**src/rtl/noc_input_unit_pkg.sv**
```systemverilog
// Shared codes for the NoC input unit: allocator destination codes and
// input-unit FSM state encoding.
package noc_input_unit_pkg;

  localparam logic [2:0] EMPTY          = 3'd0;
  localparam logic [2:0] OUT_LOCAL_PORT = 3'd1;
  localparam logic [2:0] OUT_X1_PORT    = 3'd2;
  localparam logic [2:0] OUT_X2_PORT    = 3'd3;
  localparam logic [2:0] OUT_Y1_PORT    = 3'd4;

  typedef enum logic [1:0] {
    IN_IDLE = 2'd0,
    IN_REQ  = 2'd1,
    IN_GAP  = 2'd2
  } in_state_e;

endpackage

```
**src/rtl/noc_flit_fifo.sv**
```systemverilog
// DEPTH x FLIT_W synchronous FIFO. Pushes while full and pops while empty
// are ignored; a simultaneous push and pop leaves the count unchanged.
module noc_flit_fifo #(
  parameter int FLIT_W = 16,
  parameter int DEPTH  = 4
) (
  input  logic              clk,
  input  logic              rst_n,
  input  logic              push_i,
  input  logic [FLIT_W-1:0] push_data_i,
  input  logic              pop_i,
  output logic [FLIT_W-1:0] head_o,
  output logic              full_o,
  output logic              empty_o
);

  localparam int PTR_W = $clog2(DEPTH);
  localparam int CNT_W = PTR_W + 1;

  logic [FLIT_W-1:0] mem_q [DEPTH];
  logic [PTR_W-1:0]  wr_ptr_q, wr_ptr_d;
  logic [PTR_W-1:0]  rd_ptr_q, rd_ptr_d;
  logic [CNT_W-1:0]  count_q, count_d;
  logic              push_en;
  logic              pop_en;

  assign full_o  = (count_q == CNT_W'(DEPTH));
  assign empty_o = (count_q == '0);
  assign head_o  = mem_q[rd_ptr_q];
  assign push_en = push_i & ~full_o;
  assign pop_en  = pop_i & ~empty_o;

  // Pointer and occupancy next-state; pointers wrap naturally at DEPTH.
  always_comb begin
    wr_ptr_d = wr_ptr_q;
    rd_ptr_d = rd_ptr_q;
    count_d  = count_q;
    if (push_en) wr_ptr_d = wr_ptr_q + PTR_W'(1);
    if (pop_en)  rd_ptr_d = rd_ptr_q + PTR_W'(1);
    case ({push_en, pop_en})
      2'b10:   count_d = count_q + CNT_W'(1);
      2'b01:   count_d = count_q - CNT_W'(1);
      default: count_d = count_q;
    endcase
  end

  // Pointer and occupancy registers; reset flushes all buffered flits.
  always_ff @(posedge clk or negedge rst_n) begin
    if (!rst_n) begin
      wr_ptr_q <= '0;
      rd_ptr_q <= '0;
      count_q  <= '0;
    end else begin
      wr_ptr_q <= wr_ptr_d;
      rd_ptr_q <= rd_ptr_d;
      count_q  <= count_d;
    end
  end

  // Storage array; contents are don't-care until written, so no reset.
  always_ff @(posedge clk) begin
    if (push_en) mem_q[wr_ptr_q] <= push_data_i;
  end

endmodule

```
**src/rtl/noc_input_unit.sv**
```systemverilog
// Input side of one router port: buffers flits, computes the XY route of the
// FIFO head, requests the switch allocator and forwards the head on grant.
// Optional feature macro: IN_UNIT_CREDIT_EN adds the credit_out pulse port.
//
// state   | meaning
// IN_IDLE | FIFO empty (or just left GAP with nothing buffered), no request
// IN_REQ  | requesting route(head) from allocator, waiting for grant
// IN_GAP  | one-cycle quiet slot after a pop so a stale request is not re-granted
module noc_input_unit
  import noc_input_unit_pkg::*;
#(
  parameter int FLIT_W = 16,
  parameter int DEPTH  = 4,
  parameter int X_W    = 2,
  parameter int Y_W    = 1,
  parameter int CUR_X  = 0,
  parameter int CUR_Y  = 0
) (
  input  logic              clk,
  input  logic              rst_n,
  input  logic              in_valid,
  input  logic [FLIT_W-1:0] in_flit,
  output logic              in_ready,
  output logic [2:0]        port_dst,
  input  logic              grant,
  output logic              out_valid,
  output logic [FLIT_W-1:0] out_flit
`ifdef IN_UNIT_CREDIT_EN
  ,
  output logic              credit_out
`endif
);

  localparam logic [X_W-1:0] CUR_X_L = X_W'(CUR_X);
  localparam logic [Y_W-1:0] CUR_Y_L = Y_W'(CUR_Y);

  in_state_e         state_q, state_d;
  logic [FLIT_W-1:0] head;
  logic              fifo_full;
  logic              fifo_empty;
  logic              pop;
  logic [2:0]        route;
  logic [X_W-1:0]    dst_x;
  logic [Y_W-1:0]    dst_y;
  logic              out_valid_q;
  logic [FLIT_W-1:0] out_flit_q;

  noc_flit_fifo #(
    .FLIT_W (FLIT_W),
    .DEPTH  (DEPTH)
  ) u_fifo (
    .clk         (clk),
    .rst_n       (rst_n),
    .push_i      (in_valid),
    .push_data_i (in_flit),
    .pop_i       (pop),
    .head_o      (head),
    .full_o      (fifo_full),
    .empty_o     (fifo_empty)
  );

  assign in_ready = ~fifo_full;
  assign dst_x    = head[FLIT_W-1 -: X_W];
  assign dst_y    = head[FLIT_W-1-X_W -: Y_W];

  // XY routing on the FIFO head: resolve X first, then Y, else eject locally.
  always_comb begin
    route = OUT_LOCAL_PORT;
    if (dst_x < CUR_X_L)       route = OUT_X1_PORT;
    else if (dst_x > CUR_X_L)  route = OUT_X2_PORT;
    else if (dst_y != CUR_Y_L) route = OUT_Y1_PORT;
  end

  // FSM state register.
  always_ff @(posedge clk or negedge rst_n) begin
    if (!rst_n) state_q <= IN_IDLE;
    else        state_q <= state_d;
  end

  // FSM next-state logic.
  always_comb begin
    state_d = state_q;
    case (state_q)
      IN_IDLE: if (!fifo_empty) state_d = IN_REQ;
      IN_REQ:  if (grant)       state_d = IN_GAP;
      IN_GAP:  state_d = fifo_empty ? IN_IDLE : IN_REQ;
      default: state_d = IN_IDLE;
    endcase
  end

  // FSM outputs: request code to allocator and pop strobe (only in REQ).
  always_comb begin
    port_dst = EMPTY;
    pop      = 1'b0;
    if (state_q == IN_REQ) begin
      port_dst = route;
      pop      = grant;
    end
  end

  // Registered crossbar output: one-cycle valid pulse carrying the popped head.
  always_ff @(posedge clk or negedge rst_n) begin
    if (!rst_n) begin
      out_valid_q <= 1'b0;
      out_flit_q  <= '0;
    end else begin
      out_valid_q <= pop;
      if (pop) out_flit_q <= head;
    end
  end

  assign out_valid = out_valid_q;
  assign out_flit  = out_flit_q;

`ifdef IN_UNIT_CREDIT_EN
  logic credit_q;

  // Credit return to upstream, coincident with out_valid.
  always_ff @(posedge clk or negedge rst_n) begin
    if (!rst_n) credit_q <= 1'b0;
    else        credit_q <= pop;
  end

  assign credit_out = credit_q;
`endif

endmodule

```
**config.mk**
```make
export PLATFORM = sky130hd
export DESIGN_NAME = noc_input_unit
export DESIGN_NICKNAME = d
export VERILOG_FILES = /design/src/rtl/noc_input_unit_pkg.sv /design/src/rtl/noc_flit_fifo.sv /design/src/rtl/noc_input_unit.sv
export SDC_FILE = /design/constraint.sdc
export NUM_CORES = 1
export LEC_CHECK = 0
export BUFFER_PORTS_ARGS = -buffer_cell sky130_fd_sc_hd__buf_2
export CELL_PAD_IN_SITES_DETAIL_PLACEMENT = 1
export CELL_PAD_IN_SITES_GLOBAL_PLACEMENT = 2
export CORE_MARGIN = 2
export CORE_UTILIZATION = 42
export DETAILED_ROUTE_END_ITERATION = 12
export GPL_TIMING_DRIVEN = 0
export PLACE_DENSITY_LB_ADDON = 0.05
export SYNTH_ARGS = -nofsm -noshare
export SYNTH_HDL_FRONTEND = slang
export SYNTH_SLANG_ARGS = --single-unit
```
**constraint.sdc**
```tcl
create_clock -name clk -period 2.9 [get_ports clk]
set_clock_uncertainty 0.2 [all_clocks]
set_input_delay 0.435 -clock clk [delete_from_list [all_inputs] [get_ports clk]]
set_output_delay 0.435 -clock clk [all_outputs]
set_load 0.01 [all_outputs]
```
==> metrics.txt <==
largest net degree at the start of global routing 27; CP max stage delay 0.56 ns; Critical Path Fanout Max 9; # hold bufs at CTS 1; fin crit share 0.8669; reg2reg start state_q[0]; placer congestion estimate 0.6927; core area 8134 µm²; Required @ worst endpoint 2.27 ns; final hold viol count 0; Final HPWL DP 4233 µm; Worst Path Arrival 1.88 ns; root buffer cell clkbuf_8; worst min-delay path startpoint in_flit[11]; Critical Path Start Type flop; Mean Syn Cell Area 17.66 µm²; DIE WIDTH 95.01 µm; CTS tree built; port bufs 40; CTS sink cnt 90; Critical Path Sink Type output port; I/O pin cnt 41; TNS Setup 0 ns; Syn Inst Count 197; register area share after synthesis 0.7396; Final Power 4.013 mW; delay-heaviest family, CP multiplexers; worst path bufs/invs 2; Placed Cells 342; DR vias/cell 5.011; Net Count, Synth 223; FP Rows 33; TritonCTS buffer count 9; share of the synthesized area in the top cell type 0.5525; hold path endpoint u_fifo.mem_q[0][11]; router iterations before antenna repair 4; post-route ant nets 0; Synth Cell Area 3478 µm²; r2r endpoint u_fifo.count_q[2]; register area 2572 µm²; Worst slew margin 0.3897; final setup violation count 0; Synth area leaders edfxtp_1 55%, dfrtp_1 19%, mux4_2 5.8%, mux4_1 5.3%, nand2_1 5.2%; First DRT Iteration DRCs 76; Worst-Margin Slew 0.9154 ns; diode count 0; PwrDens 999.8 nW/µm²; worst-skew pair later-pin latency between 0.3 and 0.4 ns; flops & latches, synth 90; initial antenna violation count 0; Static Leak 1.620 nW; Yosys cell types 27; DRC violation count after routing 0; Setup Buffers After CTS 0; first-pass GRT wire length 10360 µm; FF-to-FF path depth 8; dpl ws 0.2537 ns; commonest non-fill, non-tap cell in the layout edfxtp_1; H-tree depth 3; Starting Density 0.4276; vias post-DR around 1800; WS Path Type reg2out; FF-to-FF setup slack between 0.3 and 0.4 ns; hold path cells 1; Nets 275; Multi-input gate area around 840 µm²; P&R area growth vs syn 15.40%; Resized Gates After CTS 0; Worst-path clk slew 0.09 ns; GRT Overall Usage 0.1621; status finished clean; wire per inst between 15 and 20 µm; full die area between 9000 and 10000 µm²; Max Slew Vio Count 0; most frequent cells in the layout 64 x edfxtp_1, 48 x nand2_1, 44 x buf_2; grt ovf 0; share of layout cells above drive strength 1 0.2953; crit path cell chain buf_6 -> mux4_2 -> nor4b_2 -> buf_2; Die H ~95 µm; fin crit period 2.514 ns; RSZ-0062 raised after global routing false; wirelength, routed 6503 µm; vias in the first global route ~1900; # fillers 783; CP max stage cell mux4_2; maxcap violations 0; non-filler cells, final 359; Synth area leader edfxtp_1; class of the worst hold path in2reg; yosys warns 0; clock tree buffer depth 2; utilization after layout 0.4935; VDD IR max 378.7 µV; Final WS setup 0.3860 ns; Peak Freq 397.8 MHz
worst max path at each step:
stage / from / end / cells after the start
detailed placement: grant / u_fifo.count_q[2] / 9
CTS: u_fifo.rd_ptr_q[0] / port_dst[2] / 4
floorplan: u_fifo.count_q[0] / u_fifo.count_q[1] / 6
finish: u_fifo.rd_ptr_q[0] / port_dst[2] / 4
global route: state_q[0] / u_fifo.count_q[2] / 8
global placement: grant / u_fifo.count_q[2] / 9
cell families (layout without fill, tap and decap cells):
family          after synthesis  count (layout)  share of synthesized area
flops                        90              90                     0.7396
simple gates                 63              63                    0.08093
mux                          18              18                     0.1187
buf+inv                      12              69                    0.01870
fa+ha+maj                     6               6                    0.02374
xor+xnor                      6               6                    0.01511
compound gates                2               2                   0.003237
flip-flops by register name, indices dropped and copies added, names as in the netlist:
signal and flops:
u_fifo.wr_ptr_q 2, u_fifo.mem_q 64, u_fifo.rd_ptr_q 2, out_valid 1
u_fifo.count_q 3, state_q 2, out_flit 16
report_power, final:
part | switching [mW] | internal, mW | leakage (nW) | total (mW)
Clock | 0.437 | 0.395 | 0.0889 | 0.832
Combinational | 0.705 | 0.572 | 0.626 | 1.28
Sequential | 0.145 | 1.76 | 0.905 | 1.90
cell usage after synthesis:
cell type and instances:
nand2b_1 1, edfxtp_1 64, mux2_2 1, inv_1 4
nand2_1 48, fa_1 1, buf_6 2, dfrtp_1 26
xor2_1 3, xnor2_1 3, mux2_4 1, clkbuf_1 1
and3_1 4, nand3b_1 1, clkinv_1 1, a21oi_1 1
o22ai_1 1, nor2_1 4, nor3_1 1, mux4_2 9
nor3b_1 1, or3b_4 1, mux4_1 7, buf_2 4
nor4b_2 1, and2_4 1, ha_1 5
stage by stage:
step	hold WS [ns]	instance area (µm²)
after floorplan	-0.06059	3478
after global placement	0.2527	3810
after detailed placement	0.2583	3810
after CTS	0.06844	4014
after global routing	0.08227	4014
final	0.08813	4014
metal layers:
metal | wire [µm] | global-route usage
met2 | 3303 | 0.2748
met5 | 0 | 0
met4 | 108 | 0.06522
met1 | 2817 | 0.2032
met3 | 274 | 0.03512
layout make-up:
cell class / count / share of cell area
clock inverters: 7 / 0.01746
flip-flops and latches: 90 / 0.6409
clock buffers: 9 / 0.03086
inverters: 5 / 0.004676
plain buffers: 7 / 0.01153
repair buffers: 41 / 0.05237
multi-input cells: 95 / 0.2095
well taps: 105 / 0.03273
worst register-to-register path, delay by kind of cell (launching register included):
kind	cells	cell delay, ns
xor+xnor	2	0.31
simple gates	3	0.35
fa+ha+maj	2	0.66
flops	1	0.41
buf+inv	1	0.47
Note: power is estimated with default switching activity, not from simulation.
